### config.mk
export PLATFORM = sky130hd
export DESIGN_NAME = delta_encoder
export DESIGN_NICKNAME = d
export VERILOG_FILES = /design/src/rtl/delta_pkg.sv /design/src/rtl/signed_saturate.sv /design/src/rtl/delta_encoder.sv
export SDC_FILE = /design/constraint.sdc
export NUM_CORES = 1
export LEC_CHECK = 0
export CORE_MARGIN = 2
export CORE_UTILIZATION = 42
export CTS_CLUSTER_DIAMETER = 80
export DETAILED_ROUTE_END_ITERATION = 12
export PLACE_DENSITY = 0.73
export SKIP_CTS_REPAIR_TIMING = 1
export SLEW_MARGIN = 20
export SYNTH_ARGS = -nofsm -noshare
export SYNTH_HDL_FRONTEND = slang
export SYNTH_HIERARCHICAL = 1
export SYNTH_SLANG_ARGS = --single-unit
### constraint.sdc
create_clock -name clk_i -period 3.7 [get_ports clk_i]
set_input_delay 0.555 -clock clk_i [delete_from_list [all_inputs] [get_ports clk_i]]
set_output_delay 0.555 -clock clk_i [all_outputs]
set_load 0.02 [all_outputs]
### src/rtl/delta_pkg.sv
// Shared helpers for the delta encode/decode sample path: signed clipping and
// frame-counter sizing.
package delta_pkg;

    // Bits needed to count 0..frame_len inclusive.
    function automatic int unsigned cnt_width(input int unsigned frame_len);
        return $clog2(frame_len + 1);
    endfunction

    // Clip val into the signed range of `width` bits; clipped reports whether it moved.
    function automatic longint sat_signed(input longint val, input int unsigned width,
                                          output logic clipped);
        longint max_v;
        longint min_v;
        max_v   = (longint'(1) <<< (width - 1)) - 1;
        min_v   = -max_v - 1;
        clipped = 1'b0;
        if (val > max_v) begin
            clipped = 1'b1;
            return max_v;
        end
        if (val < min_v) begin
            clipped = 1'b1;
            return min_v;
        end
        return val;
    endfunction

endpackage

### src/rtl/signed_saturate.sv
// Combinational signed clip from InWidth to OutWidth bits, shared by the encoder
// and decoder sides of the delta path.
module signed_saturate
    import delta_pkg::*;
#(
    parameter int unsigned InWidth  = 4,
    parameter int unsigned OutWidth = 4
) (
    input  logic signed [InWidth-1:0]  in_i,
    output logic signed [OutWidth-1:0] out_o,
    output logic                       sat_o
);

    always_comb begin
        sat_o = 1'b0;
        out_o = OutWidth'(sat_signed(longint'(in_i), OutWidth, sat_o));
    end

endmodule

### src/rtl/delta_encoder.sv
// Streaming signed delta encoder: emits sample - previous sample on a registered
// valid/ready stream, restarting the predictor on reset, restart and frame boundaries.
module delta_encoder
    import delta_pkg::*;
#(
    parameter int unsigned IN_WIDTH  = 3,
    parameter int unsigned OUT_WIDTH = 4,
    parameter int unsigned FRAME_LEN = 8
) (
    input  logic                        clk_i,
    input  logic                        rst_ni,
    input  logic                        in_valid_i,
    output logic                        in_ready_o,
    input  logic signed [IN_WIDTH-1:0]  in_sample_i,
    input  logic                        restart_i,
    output logic                        out_valid_o,
    input  logic                        out_ready_i,
    output logic signed [OUT_WIDTH-1:0] out_delta_o,
    output logic                        out_first_o,
    output logic                        out_sat_o
);

    localparam int unsigned CntW  = cnt_width(FRAME_LEN);
    localparam int unsigned DiffW = IN_WIDTH + 1;
    localparam logic [CntW-1:0] FrameEnd = CntW'(FRAME_LEN);

    logic                        out_valid_q, out_valid_d;
    logic signed [OUT_WIDTH-1:0] out_delta_q, out_delta_d;
    logic                        out_first_q, out_first_d;
    logic                        out_sat_q, out_sat_d;
    logic signed [IN_WIDTH-1:0]  prev_q, prev_d;
    logic                        have_prev_q, have_prev_d;
    logic [CntW-1:0]             cnt_q, cnt_d;

    logic                        accept;
    logic                        first;
    logic signed [DiffW-1:0]     diff;
    logic signed [OUT_WIDTH-1:0] sat_val;
    logic                        sat_flag;
    logic [CntW-1:0]             cnt_inc;

    assign in_ready_o = !out_valid_q || out_ready_i;
    assign accept     = in_valid_i && in_ready_o;
    // A cleared predictor covers reset, restart and the frame wrap alike.
    assign first      = !have_prev_q || restart_i;
    assign diff       = DiffW'(in_sample_i) - (first ? {DiffW{1'b0}} : DiffW'(prev_q));
    assign cnt_inc    = first ? CntW'(1) : cnt_q + CntW'(1);

    signed_saturate #(
        .InWidth (DiffW),
        .OutWidth(OUT_WIDTH)
    ) u_sat (
        .in_i (diff),
        .out_o(sat_val),
        .sat_o(sat_flag)
    );

    always_comb begin
        out_valid_d = out_valid_q;
        out_delta_d = out_delta_q;
        out_first_d = out_first_q;
        out_sat_d   = out_sat_q;
        prev_d      = prev_q;
        have_prev_d = have_prev_q;
        cnt_d       = cnt_q;
        if (accept) begin
            out_valid_d = 1'b1;
            out_delta_d = sat_val;
            out_first_d = first;
            out_sat_d   = sat_flag;
            prev_d      = in_sample_i;
            have_prev_d = 1'b1;
            cnt_d       = cnt_inc;
            if (cnt_inc == FrameEnd) begin
                cnt_d       = '0;
                have_prev_d = 1'b0;
            end
        end else if (out_ready_i) begin
            out_valid_d = 1'b0;
        end
    end

    always_ff @(posedge clk_i) begin
        if (!rst_ni) begin
            out_valid_q <= 1'b0;
            out_delta_q <= '0;
            out_first_q <= 1'b0;
            out_sat_q   <= 1'b0;
            prev_q      <= '0;
            have_prev_q <= 1'b0;
            cnt_q       <= '0;
        end else begin
            out_valid_q <= out_valid_d;
            out_delta_q <= out_delta_d;
            out_first_q <= out_first_d;
            out_sat_q   <= out_sat_d;
            prev_q      <= prev_d;
            have_prev_q <= have_prev_d;
            cnt_q       <= cnt_d;
        end
    end

    assign out_valid_o = out_valid_q;
    assign out_delta_o = out_delta_q;
    assign out_first_o = out_first_q;
    assign out_sat_o   = out_sat_q;

endmodule

Word-level counts from Yosys, hierarchy flattened
Cells that the tools add are included.
{"block": "op_classes", "n_reduce_logical": 6, "add_sub_neg": 2, "mul": 0, "magnitude_cmp": 2, "n_shift": 0, "n_bitwise": 0, "n_mux": 14, "n_eq_ne": 1, "n_div": 0}
{"cell": "$mux W4", "count": 6}
{"cell": "$mux W1", "count": 7}
{"cell": "$add A4 B1 Y4 const B", "count": 1}
{"cell": "$eq A4 B4 Y1 const B", "count": 1}
{"cell": "$gt A4 B4 Y1 const B", "count": 1}
{"cell": "$lt A4 B4 Y1 const B", "count": 1}
{"cell": "$sub A4 B4 Y4", "count": 1}
{"cell": "$mux W3", "count": 1}
{"cell": "$logic_not A1 Y1", "count": 2}
{"cell": "$logic_or A1 B1 Y1", "count": 2}
{"cell": "$reduce_bool A2 Y1", "count": 1}
{"cell": "$logic_and A1 B1 Y1", "count": 1}
{"block": "word_totals", "ramBits": 0, "input_bits": 8, "register_bits": 15, "out_inout_bits": 8, "rom_bits": 0, "wordCells": 32, "mem_count": 0, "latchBits": 0}

Depth between registers and ports, before layout
Gate-level depths: netlist of run 1.
{"block": "logic_depth", "depth_word": 9, "depth_mapped": 10, "ltp_nobuf": 8}

By module
Netlist of run 1, hierarchy kept.
{"mod": "delta_encoder", "cells_each": 94, "seq_area_each_um2": 300.3, "area_per_inst_um2": 780.7, "n_inst": 1}
{"mod": "signed_saturate", "cells_each": 6, "seq_area_each_um2": 0.0, "area_per_inst_um2": 26.3, "n_inst": 1}

Least setup slack after synthesis of run 1
No wires, ideal clock.
{"block": "synth_timing", "path_type": "input port to flip-flop", "from": "input restart_i", "to": "register out_delta_q[2], in the netlist out_delta_o[2]", "path_stages": 9, "arrival_time_ps": 1823, "slack_ps": 1807, "path_buffers": 2, "required_time_ps": 3630, "setup_ps": 70, "path_cell_list": "nor2b_1 -> buf_2 -> and2_1 -> ha_1 -> fa_1 -> xnor2_1 -> clkbuf_1 -> nand3_1 -> a21oi_1"}
{"block": "synth_between", "elab_chain_cells": 8, "word_cells_on_any_way": 12, "cone_classes": "add/sub (1); order compare (2); mux (8); reduce/logical (1)"}
{"element": "start, declared", "line": "delta_encoder.sv:15", "rtl": "input logic restart_i,"}
{"element": "$logic_or A1 B1 Y1 *", "line": "delta_encoder.sv:45", "rtl": "assign first = !have_prev_q || restart_i;"}
{"element": "$mux W4 *", "line": "delta_encoder.sv:46", "rtl": "assign diff = DiffW'(in_sample_i) - (first ? {DiffW{1'b0}} : DiffW'(prev_q));"}
{"element": "$sub A4 B4 Y4 *", "line": "delta_encoder.sv:46"}
{"element": "named net diff[2]", "line": "delta_encoder.sv:37", "rtl": "logic signed [DiffW-1:0] diff;"}
{"element": "$gt A4 B4 Y1 / $lt A4 B4 Y1 (equally long branches)", "line": "delta_pkg.sv:18, delta_pkg.sv:22"}
{"element": "$mux W3 / $mux W1 (equally long branches)", "line": "delta_pkg.sv:18, delta_pkg.sv:22"}
{"element": "$mux W4 / $mux W1 (equally long branches)", "line": "delta_pkg.sv:22", "rtl": "if (val < min_v) begin"}
{"element": "$mux W4", "line": "delta_pkg.sv:26", "rtl": "return val;"}
{"element": "$mux W4 *", "line": "delta_pkg.sv:22"}
{"element": "named net sat_val[2]", "line": "delta_encoder.sv:38", "rtl": "logic signed [OUT_WIDTH-1:0] sat_val;"}
{"element": "end signal, assigned", "line": "delta_encoder.sv:94", "rtl": "out_delta_q <= out_delta_d;"}
{"element": "end, declared", "line": "delta_encoder.sv:28", "rtl": "logic signed [OUT_WIDTH-1:0] out_delta_q, out_delta_d;"}
The timed path passes the listed nets; every way through them passes the cells marked *. The select of a mux whose other input is x is not followed.
A chain may end at the register's enable or synchronous reset.

Worst setup path in the final report of run 1
{"block": "layout_timing", "from": "input out_ready_i", "to": "output in_ready_o"}
{"block": "layout_between", "elab_chain_cells": 1}
{"element": "start, declared", "line": "delta_encoder.sv:17", "rtl": "input logic out_ready_i,"}
{"element": "$logic_or A1 B1 Y1", "line": "delta_encoder.sv:42", "rtl": "assign in_ready_o = !out_valid_q || out_ready_i;"}
{"element": "end, declared", "line": "delta_encoder.sv:13", "rtl": "output logic in_ready_o,"}
No other way between the ends.

==> results.yml, run 1 <==
clock_tree:
  cts_buffer_depth: 2
  clock-root-buffer: "clkbuf_4"
  clock-sinks: 15
  cts_tree: "done"
  tritoncts.num_buffers: 3
  insertion_delay_ps: 290
  htreeDepth: 1
  clkTransAtPathRegs_ps: 90
grt:
  grt_overflow: 0
  antenna_found_initial: 0
  grt_pass1_wl_mm: 2.68
  grt_max_degree: 17
  grt_usage_pct: 16.7
  grt_pass1_vias: 676
drt:
  routedWlPerCell_um: 12.3
  via_count: 715
  via_per_inst: 5.38
  ant_nets: 0
  route.detailed.drc: 0
  first_pass_iters: 4
  first_iter_violations: 14
  finalWirelength_mm: 1.63
place:
  hpwl_mm: 1.13
  postPlaceCellArea_um2: 940
  port_buffers: 15
  place_congestion: 0.725
yosys:
  yosys.area_share.simple_pct: 19.4
  yosys-top-cells-area: "dfxtp_1 (37%), a21oi_1 (8.7%), ha_1 (6.2%), nand3_1 (6.2%), o21ai_0 (5.6%)"
  ys_seq_elements: 15
  ys_async_sr_fraction_pct: 0
  netlist_instances: 100
  yosys-mux-area-fraction_pct: 2.64
  synth_edf_count: 0
  ys.warnings.count: 6
  synthAdderAreaFrac_pct: 8.68
  seq_area_frac_synth_pct: 37.2
  avgSynthCellArea_um2: 8.07
  yosysTopAreaCellShare_pct: 37.2
  synth_compound_area_share_pct: 19.7
  ys_top_cells_by_count: "dfxtp_1 (15), a21oi_1 (14), nand3_1 (10), o21ai_0 (9)"
  ys.flop_type: "dfxtp_1"
  synth_xor_area_share_pct: 2.17
  synth_top_family_by_area: "compound AO/OA/AOI/OAI gates"
  synth_area_um2: 807
  yosys.cell_count.top_type: "dfxtp_1"
  synth_cell_types: 30
  synth_top_area_cell: "dfxtp_1"
  synth_fp_nets: 113
floorplanning:
  die-width_um: 47.8
  fp.dieArea_um2: 2290
  die_h_um: 47.8
  ios: 16
  core_area_um2: 1760
  rows: 15
  start_util_pct: 45.7
critical_path:
  worstSetupEndpointType: "output port"
  crit_type: "input port to output port"
  cp.arrival_ps: 2580
  cp_max_fo: 16
  start_kind: "input port"
  worstPathRequired_ps: 3140
final_layout:
  fin_nets: 122
  num_antenna_cells: 0
  area_delta_synth_final_pct: 19.7
  design_area_um2: 966
  drive_above_1_share_pct: 4.63
timing:
  tightest_slew_ps: 694
  slew_headroom_pct: 53.6
  finClkSkew_ps: 5.75
  fin_tns_setup_ps: 0
  hold_viol_final: 0
  finalSetupViolations: 0
  min_period_over_period_pct: 84.8
  maxSlewViolCount: 0
  fin_crit_ps: 3140
  clock.fmax_mhz: 319
  rsz0062_at_grt: "no"
run_status:
  status: "finished, final reports clean"
pwr:
  ir_drop_uv: 230
  p_per_area_nw_per_um2: 347
  p_leak_nw: 0.397
hold_path:
  min_path_type: "register to register"
job:
  maxCapViolCount: 0
==> power breakdown <==
| part | leakage (nW) | internal [mW] | switching [mW] |
|---|---|---|---|
| registers | 0.123 | 0.170 | 0.00519 |
| logic | 0.259 | 0.0284 | 0.0327 |
| clock network | 0.0150 | 0.0420 | 0.0566 |
| total | 0.397 | 0.241 | 0.0944 |
==> routing by layer <==
metal	track usage [%]	part of all wire, %
met5	0	0
met2	28.5	45
met3	2.26	3.7
met1	20.1	50
met4	8.65	2.0
==> sequential cells by signal (all words and copies together) (netlist names) <==
name / count
out_delta_o: 4
cnt_q: 4
out_sat_o: 1
prev_q: 3
have_prev_q: 1
out_first_o: 1
out_valid_o: 1
==> cell families (layout without fill, tap and decap cells) <==
group / after synthesis / after routing
adders and majority gates: 5 / 5
and+or+nand+nor: 28 / 28
buffers and inverters: 19 / 27
xor gates and xnor gates: 2 / 2
other: 1 / 1
DFF: 15 / 15
AOI/OAI and AO/OA: 28 / 28
muxes: 2 / 2
==> cell usage in the layout, fill, tap and decap left out, types with 2 or more instances in the layout <==
cell             instances
a21oi_1                 14
clkbuf_4                 3
clkdlybuf4s50_1         15
dfxtp_1                 15
ha_1                     4
inv_1                    7
nand2_1                  3
nand3_1                 10
nand4_1                  3
nor2b_1                  5
o21ai_0                  9
xnor2_1                  2
==> metrics by stage <==
stage	instances	utilization (%)	worst slack (ps)	power (mW)	hold WS, ps
4_1_cts	133	54.8	567	0.335	485
6_report	133	54.8	562	0.335	480
3_5_place_dp	129	53.3	578	0.240	470
2_1_floorplan	100	-	1810	0.217	449
5_1_grt	133	54.8	413	0.346	501
3_3_place_gp	129	53.3	642	0.239	467
==> worst max-delay path, cell delays in order <==
cell and delay (ps):
clkdlybuf4s50_1 400, nor2b_1 550, inv_1 430, clkdlybuf4s50_1 650
==> layout make-up <==
type	instances	area, µm²
Tap cell	25	31.3
Multi-Input combinational cell	66	428
Inverter	8	30.0
Sequential cell	15	300
Clock buffer	4	26.3
Fill cell	173	798
Timing Repair Buffer	15	150
==> path summary, 6_finish.rpt <==
kind	startpoint	end	slack (ps)	depth (start not counted)
worst max-delay path	out_ready_i	in_ready_o	560	4
worst min-delay path	prev_q[0]	prev_q[0]	480	2
worst max register to register	have_prev_q	out_delta_o[3]	1630	8
worst min register to register	prev_q[0]	prev_q[0]	480	2
Note: power is estimated with default switching activity, not from simulation.
==> inputs of run 2 (changes only) <==
clock period = 3 ns   (was 3.7 ns; I/O delays follow)
==> run 2 against run 1 <==
Clock skew grew 0.97 ps. Global-route usage grew 0.42 points. Sequential power grew 23%. Critical endpoint unchanged. Largest cell class unchanged.
==> results.yml, run 2 (same netlist as run 1, synthesis figures left out) <==
run_status:
  status: "finished, final reports clean"
clock_tree:
  cts_tree: "done"
  htreeDepth: 1
  clock-sinks: 15
  tritoncts.num_buffers: 3
  clock-root-buffer: "clkbuf_4"
  insertion_delay_ps: 280
  clkTransAtPathRegs_ps: 90
  cts_buffer_depth: 2
pwr:
  power.share.clock_pct: 28.2
  p_total_uw: 410
  netSwitchingFraction_pct: 27.0
  internal_power_uw: 299
  p_leak_nw: 0.412
  p_per_area_nw_per_um2: 414
  p_comb_share_pct: 19.1
  ir_drop_uv: 327
  pwr-share-seq_pct: 52.7
  p_sw_uw: 111
timing:
  finalSetupViolations: 0
  min_period_over_period_pct: 83.6
  clock.fmax_mhz: 399
  maxSlewViolCount: 0
  fin_tns_setup_ps: 0
  fin_crit_ps: 2510
  rsz0062_at_grt: "no"
  tightest_slew_ps: 634
  slew_headroom_pct: 57.7
  hold_viol_final: 0
  finClkSkew_ps: 6.72
drt:
  via_count: 721
  via_per_inst: 5.30
  finalWirelength_mm: 1.64
  first_iter_violations: 16
  first_pass_iters: 4
  routedWlPerCell_um: 12.1
  route.detailed.drc: 0
  ant_nets: 0
critical_path:
  crit_buf_inv: 3
  crit_type: "input port to output port"
  worstPathRequired_ps: 2550
  cp.arrival_ps: 2060
  cpLargestDelayFamily: "buffers and inverters"
  cp_max_fo: 12
  r2r-end: "out_delta_o[2]"
  critPathMostFrequentCell: "clkdlybuf4s50_1"
  worstSetupEndpointType: "output port"
  reg2reg_depth: 8
  critPathLaunch: "out_ready_i"
  worst-r2r-setup-slack_ps: 1190
  start_kind: "input port"
  r2r_start: "have_prev_q"
  cp.depth: 4
  cpPeakStageDelay_ps: 570
  endpoint: "in_ready_o"
  crit_slowest_cell: "clkdlybuf4s50_1"
  crit_chain: "clkdlybuf4s50_1, nor2b_1, inv_1, clkdlybuf4s50_1"
grt:
  grt_max_degree: 16
  grt_pass1_wl_mm: 2.73
  grt_overflow: 0
  grt_usage_pct: 17.1
  grt_pass1_vias: 637
  antenna_found_initial: 0
final_layout:
  drive_above_1_share_pct: 7.21
  num_antenna_cells: 0
  area_delta_synth_final_pct: 22.5
  most-common-layout-cells: "dfxtp_1 (15), clkdlybuf4s50_1 (15), a21oi_1 (14), nand3_1 (10), o21ai_0 (9)"
  fin_nets: 125
  fillers: 184
floorplanning:
  fp.dieArea_um2: 2290
  core_area_um2: 1760
  rows: 15
  die-width_um: 47.8
  start_util_pct: 45.7
  die_h_um: 47.8
  ios: 16
hold_path:
  min_path_type: "register to register"
place:
  place_congestion: 0.777
  port_buffers: 15
  hpwl_mm: 1.19
job:
  maxCapViolCount: 0
==> run 2: power groups by stage <==
stage | Combinational [mW] | Clock [mW] | Sequential, mW
after global routing | 0.0865 | 0.125 | 0.217
after floorplan | 0.0411 | 0 | 0.227
after global placement | 0.0773 | 0 | 0.220
after detailed placement | 0.0784 | 0 | 0.221
final | 0.0783 | 0.115 | 0.216
after CTS | 0.0790 | 0.121 | 0.216
==> run 2: cell type report <==
type | count | area, µm² | area share [%]
tap | 25 | 31.3 | 3.16
inverter | 8 | 30.0 | 3.04
sequential | 15 | 300 | 30.4
clock buffer | 4 | 26.3 | 2.66
timing repair buffer | 18 | 173 | 17.5
multi-input combinational | 66 | 428 | 43.3
==> run 2: worst min-delay path by stage <==
stage          cells after the start  slack (ps)      start   endpoint
3_5_place_dp                       2         470  prev_q[2]  prev_q[2]
6_report                           2         480  prev_q[2]  prev_q[2]
2_1_floorplan                      2         450  prev_q[0]  prev_q[0]
3_3_place_gp                       2         460  prev_q[0]  prev_q[0]
4_1_cts                            2         480  prev_q[2]  prev_q[2]
5_1_grt                            2         500  prev_q[2]  prev_q[2]
==> run 2: metal layers <==
layer	vias up	part of all wire [%]	track usage (%)
met1	334	53	24.1
li1	365	-	-
met2	18	42	24.5
met4	0	2.0	9.73
met3	4	3.1	2.64
met5	-	0	0
==> run 2: worst min-delay path: cells and delay by family (launching register included) <==
family / cells / cell delay (ps)
AOI/OAI and AO/OA: 2 / 130
DFF: 1 / 320
==> run 2: metrics by stage <==
step / std cells / area (µm²) / hold slack [ps] / setup slack [ps] / util, %
after floorplan: 100 / 807 / 449 / 1210 / -
after global placement: 132 / 962 / 463 / 537 / 54.5
after detailed placement: 132 / 962 / 470 / 491 / 54.5
after CTS: 136 / 988 / 483 / 478 / 56.0
after global routing: 136 / 988 / 504 / 371 / 56.0
final: 136 / 988 / 485 / 492 / 56.0
